==> src/rtl/prod_accum_pkg.sv <==
// Shared types and defaults for the product accumulator block.
package prod_accum_pkg;

    // Default widths: 8-bit products, 12-bit accumulator, 8-bit burst length.
    localparam int PW_DEF = 8;
    localparam int AW_DEF = 12;
    localparam int LW_DEF = 8;

    // Controller states; encoding 3 is unused and recovers to IDLE.
    typedef enum logic [1:0] {
        IDLE  = 2'd0,
        ACCUM = 2'd1,
        DONE  = 2'd2
    } state_t;

    // Number of beats in a burst: a zero length field means the full
    // 2^lw beats, so the count register needs one bit more than len.
    function automatic int unsigned burst_beats(input int unsigned len,
                                                input int unsigned lw);
        return (len == 0) ? (32'd1 << lw) : len;
    endfunction

endpackage

==> src/rtl/sat_add_7.sv <==
// Combinational unsigned saturating adder: acc + zero-extended addend,
// clamped to all-ones when the sum does not fit in AW bits.
module sat_add_7
    import prod_accum_pkg::*;
#(
    parameter int PW = PW_DEF,
    parameter int AW = AW_DEF
) (
    input  logic [AW-1:0] acc,
    input  logic [PW-1:0] addend,
    output logic [AW-1:0] sum,
    output logic          sat
);

    logic [AW:0] wide;

    // Add one bit wider than the accumulator so the carry-out is the
    // saturation flag, then clamp.
    // NOTE: every output of this block is assigned on every pass, so no
    // latch can be inferred.
    always_comb begin
        wide = {1'b0, acc} + (AW + 1)'(addend);
        sat  = wide[AW];
        sum  = sat ? '1 : wide[AW-1:0];
    end

endmodule

==> src/rtl/prod_accum_7.sv <==
// Burst accumulator: takes LW-sized bursts of PW-bit unsigned products over
// a valid/ready handshake, sums them with saturation into an AW-bit total,
// and offers the total (with a sticky overflow flag) on an output handshake.
// All outputs are flops, so nothing combinational reaches them from
// start, p_valid or acc_ready.
module prod_accum_7
    import prod_accum_pkg::*;
#(
    parameter int PW = PW_DEF,
    parameter int AW = AW_DEF,   // must be larger than PW
    parameter int LW = LW_DEF
) (
    input  logic          clk,
    input  logic          rst,
    input  logic          start,
    input  logic [LW-1:0] len,
    input  logic          p_valid,
    input  logic [PW-1:0] p_data,
    output logic          p_ready,
    output logic          acc_valid,
    output logic [AW-1:0] acc_data,
    input  logic          acc_ready,
    output logic          ovf,
    output logic          busy
);

    // Remaining-beat counter is one bit wider than len so it can hold 2^LW.
    localparam int CW = LW + 1;

    state_t        state;
    logic [CW-1:0] count;
    logic [AW-1:0] sum_next;
    logic          sat_next;
    logic          beat;
    logic          last_beat;

    // p_ready is high exactly while in ACCUM, so a beat can only land there.
    assign beat      = p_valid & p_ready;
    assign last_beat = (count == CW'(1));

    // The single saturating adder always sees the running total.
    sat_add_7 #(
        .PW (PW),
        .AW (AW)
    ) u_sat_add (
        .acc    (acc_data),
        .addend (p_data),
        .sum    (sum_next),
        .sat    (sat_next)
    );

    // Controller, beat counter and result registers. The handshake and busy
    // outputs are registered alongside the state they decode.
    // NOTE: state is updated with non-blocking assignments so every flop
    // samples the pre-edge values regardless of statement order.
    always_ff @(posedge clk or posedge rst) begin
        if (rst) begin
            state     <= IDLE;
            count     <= '0;
            acc_data  <= '0;
            ovf       <= 1'b0;
            p_ready   <= 1'b0;
            acc_valid <= 1'b0;
            busy      <= 1'b0;
        end else begin
            case (state)
                IDLE: begin
                    if (start) begin
                        acc_data <= '0;
                        ovf      <= 1'b0;
                        count    <= CW'(burst_beats(32'(len), LW));
                        state    <= ACCUM;
                        p_ready  <= 1'b1;
                        busy     <= 1'b1;
                    end
                end

                ACCUM: begin
                    if (beat) begin
                        acc_data <= sum_next;
                        ovf      <= ovf | sat_next;
                        count    <= count - CW'(1);
                        if (last_beat) begin
                            state     <= DONE;
                            p_ready   <= 1'b0;
                            acc_valid <= 1'b1;
                        end
                    end
                end

                DONE: begin
                    // Result and ovf stay put until the consumer takes them
                    // and then remain visible in IDLE until the next start.
                    if (acc_ready) begin
                        state     <= IDLE;
                        acc_valid <= 1'b0;
                        busy      <= 1'b0;
                    end
                end

                default: begin
                    // Unused encoding: fall back to IDLE with quiet outputs.
                    state     <= IDLE;
                    p_ready   <= 1'b0;
                    acc_valid <= 1'b0;
                    busy      <= 1'b0;
                end
            endcase
        end
    end

endmodule
==> config.mk <==
export PLATFORM = sky130hd
export DESIGN_NAME = prod_accum_7
export DESIGN_NICKNAME = d
export VERILOG_FILES = /design/src/rtl/prod_accum_pkg.sv /design/src/rtl/sat_add_7.sv /design/src/rtl/prod_accum_7.sv
export SDC_FILE = /design/constraint.sdc
export NUM_CORES = 1
export LEC_CHECK = 0
export BUFFER_PORTS_ARGS = -buffer_cell sky130_fd_sc_hd__buf_2
export CAP_MARGIN = 20
export CORE_ASPECT_RATIO = 0.6
export CORE_MARGIN = 2
export CORE_UTILIZATION = 50
export CTS_CLUSTER_DIAMETER = 100
export DETAILED_ROUTE_END_ITERATION = 10
export PLACE_DENSITY = 0.74
export SYNTH_ARGS = -nofsm -noshare
export SYNTH_HDL_FRONTEND = slang
export SYNTH_HIERARCHICAL = 1
export SYNTH_SLANG_ARGS = --single-unit
==> constraint.sdc <==
create_clock -name clk -period 5.55 [get_ports clk]
set_input_delay 1.3875 -clock clk [delete_from_list [all_inputs] [get_ports clk]]
set_output_delay 1.3875 -clock clk [all_outputs]
set_load 0.02 [all_outputs]
==> results.json <==
{
  "critPathTopFamily": "compound AO/OA/AOI/OAI gates",
  "arrival_ns": 3.35,
  "grt-ovfl-total": 0,
  "hold_buffers": 0,
  "drcViolationCount": 0,
  "setup_ws_ns": 2.37,
  "wl_per_cell_um": 13.6,
  "synth-compound-area-share": 0.255,
  "synth_nets": 258,
  "layout.nets": 293,
  "die_area_um2": 4200,
  "hp-class": "register to register",
  "cts_buffer_depth": 2,
  "netlist_area_um2": 1840,
  "ys_ff_latch": 27,
  "setup_tns_ns": 0,
  "ys_seq_area_frac": 0.367,
  "grtUsageTotal": 0.218,
  "cts_root_buffer": "clkbuf_8",
  "dpl_worst_slack_ns": 2.10,
  "drt-total-wl_mm": 4.18,
  "ios": 37,
  "path_clk_slew_ns": 0.09,
  "synth_top_family_by_area": "compound AO/OA/AOI/OAI gates",
  "grt_antenna_before_repair": 0,
  "period_needed_ns": 3.18,
  "skew_ns": 0.00454,
  "drt-initial-drc-count": 143,
  "diodes": 0,
  "portBuffers": 36,
  "crit_chain": "buf_2 > ha_1 > fa_1 > a211oi_1 > o211ai_2 > nand2_1 > inv_1 > a41oi_1 > nor2_1",
  "r2r_slack_ns": 3.12,
  "post_cts_buffers": 0,
  "utilization": 0.594,
  "hpwlAfterDp_mm": 3.09,
  "cts_resized": 0,
  "grt_pass1_wl_mm": 6.98,
  "drtPass1Iterations": 4,
  "hold_violations": 0,
  "die_h_um": 51.0,
  "final_cell_mix": "nand2_1, buf_2, o21ai_0, dfrtp_1, a21oi_1",
  "start_kind": "input port",
  "cp-end-kind": "register",
  "fill_cells": 348,
  "gp_congestion": 0.920,
  "layout-drive-gt1-share": 0.200,
  "worstPathRequired_ns": 5.72,
  "cp_slowest_cell": "fa_1",
  "synth-simple-area-share": 0.227,
  "cts_sinks": 27,
  "worstSetupPathType": "input port to register",
  "insertion_delay_ns": 0.27,
  "max_stage_delay_ns": 0.43,
  "cts_inserted_buffers": 3,
  "slew-limit-headroom": 0.490,
  "avgSynthCellArea_um2": 8.15,
  "yosys.area_share.xor_xnor": 0.0238,
  "async_flop_share": 1.00,
  "vias": 1724,
  "yosysUniqueCellTypes": 44,
  "p_per_area_nw_per_um2": 533,
  "syn_inst": 226,
  "rsz0062_at_grt": "no",
  "grt_max_degree": 28,
  "ant_nets": 0,
  "synth-main-ff-cell": "dfrtp_1",
  "drv_cap": 0,
  "ctsHtreeMaxLevel": 1,
  "synthAdderAreaFrac": 0.0788,
  "period_share": 0.573,
  "p_leak_nw": 1.02,
  "start_util": 0.513,
  "syn_to_final_growth_pct": 15.8,
  "maxSlewViolCount": 0,
  "fp-row-count": 17,
  "worstMarginPinSlew_ns": 0.765,
  "grt_pass1_vias": 1513,
  "viasPerCell": 5.62,
  "synth_warnings": 6,
  "fmax_mhz": 314,
  "die_x_um": 82.4,
  "path_buf_inv": 2,
  "synthMuxAreaShare": 0.0115,
  "outcome": "finished, final reports clean",
  "vdd_drop_max_mv": 0.266,
  "cts_tree": "done",
  "setup_viol": 0,
  "synth_edf_count": 0,
  "cp_max_fo": 9,
  "core_um2": 3590
}
[cells in the mapped netlist, types with 2 or more instances]
cell type / instances / area share
o211ai_1: 3 / 0.012
or3_1: 3 / 0.010
ha_1: 10 / 0.068
nand3_1: 4 / 0.011
nor2_1: 14 / 0.029
nor3_1: 9 / 0.024
a32oi_1: 2 / 0.0095
o21bai_1: 2 / 0.0081
xor2_1: 2 / 0.0095
nand4_1: 2 / 0.0068
a211oi_1: 3 / 0.012
inv_1: 8 / 0.016
and3_1: 2 / 0.0068
buf_2: 4 / 0.011
a21o_1: 4 / 0.016
o21ai_2: 2 / 0.0095
nor4_1: 2 / 0.0068
o21ai_0: 31 / 0.084
and2_0: 2 / 0.0068
nand2b_1: 5 / 0.017
a31oi_1: 3 / 0.010
dfrtp_1: 27 / 0.37
xnor2_1: 3 / 0.014
o21ai_1: 2 / 0.0054
a21oi_1: 17 / 0.046
o211ai_2: 2 / 0.014
clkbuf_1: 5 / 0.010
nor2b_1: 2 / 0.0068
nand2_1: 36 / 0.073
[tightest hold or removal path: stages (launching register included)]
cell,delay (ns)
dfrtp_1,0.35
nand2_1,0.06
o21ai_2,0.05
[worst paths after layout]
kind,startpoint,endpoint,depth (start not counted)
max reg2reg,acc_data[0]$_DFFE_PP0P_,ovf$_DFFE_PP0P_,8
min in group asynchronous,rst,busy$_DFFE_PP0P_,2
min reg2reg,acc_valid$_DFFE_PP0P_,acc_valid$_DFFE_PP0P_,2
max,p_data[0],ovf$_DFFE_PP0P_,9
min,acc_valid$_DFFE_PP0P_,acc_valid$_DFFE_PP0P_,2
max in group asynchronous,rst,count[1]$_DFFE_PP0P_,3
[metal layers]
metal | GRT usage | wire (um)
met4 | 0.0250 | 11
met1 | 0.330 | 2170
met2 | 0.327 | 1740
met3 | 0.0477 | 261
met5 | 0 | 0
[sequential cells by signal, indices dropped and copies added (netlist names)]
name and count:
p_ready 1, busy 1, count 9, state 2
acc_data 12, ovf 1, acc_valid 1
[area by class of cell]
type | count | area (um2) | area share
well taps | 47 | 58.8 | 0.0275
clock buffers | 4 | 45.0 | 0.0211
repair buffers | 39 | 223 | 0.104
flip-flops and latches | 27 | 676 | 0.317
inverters | 8 | 30.0 | 0.0141
multi-input cells | 182 | 1100 | 0.516
[cell families (layout without fill, tap and decap cells)]
logic type | after synthesis | after routing
XOR/XNOR | 5 | 5
buffers and inverters | 17 | 51
AND/OR/NAND/NOR | 87 | 87
multiplexers | 2 | 2
AO/OA/AOI/OAI | 77 | 77
adder cells (fa/ha/maj) | 11 | 11
flip-flops | 27 | 27
[report_power, final]
group	switching, W	internal, W	leakage (nW)
Clock	0.0000617	0.0000515	0.0228
Combinational	0.000386	0.000268	0.662
Sequential	0.0000917	0.000278	0.336
[metrics by stage]
stage / hold WS [ns] / power, W / area (um2) / instances
floorplan: 0.463 / 0.000855 / 1840 / 226
global placement: 0.454 / 0.00101 / 2060 / 302
detailed placement: 0.469 / 0.00102 / 2060 / 302
CTS: 0.492 / 0.00113 / 2110 / 306
global route: 0.518 / 0.00126 / 2130 / 307
finish: 0.488 / 0.00114 / 2130 / 307
Power figures use the tool's default switching activity.
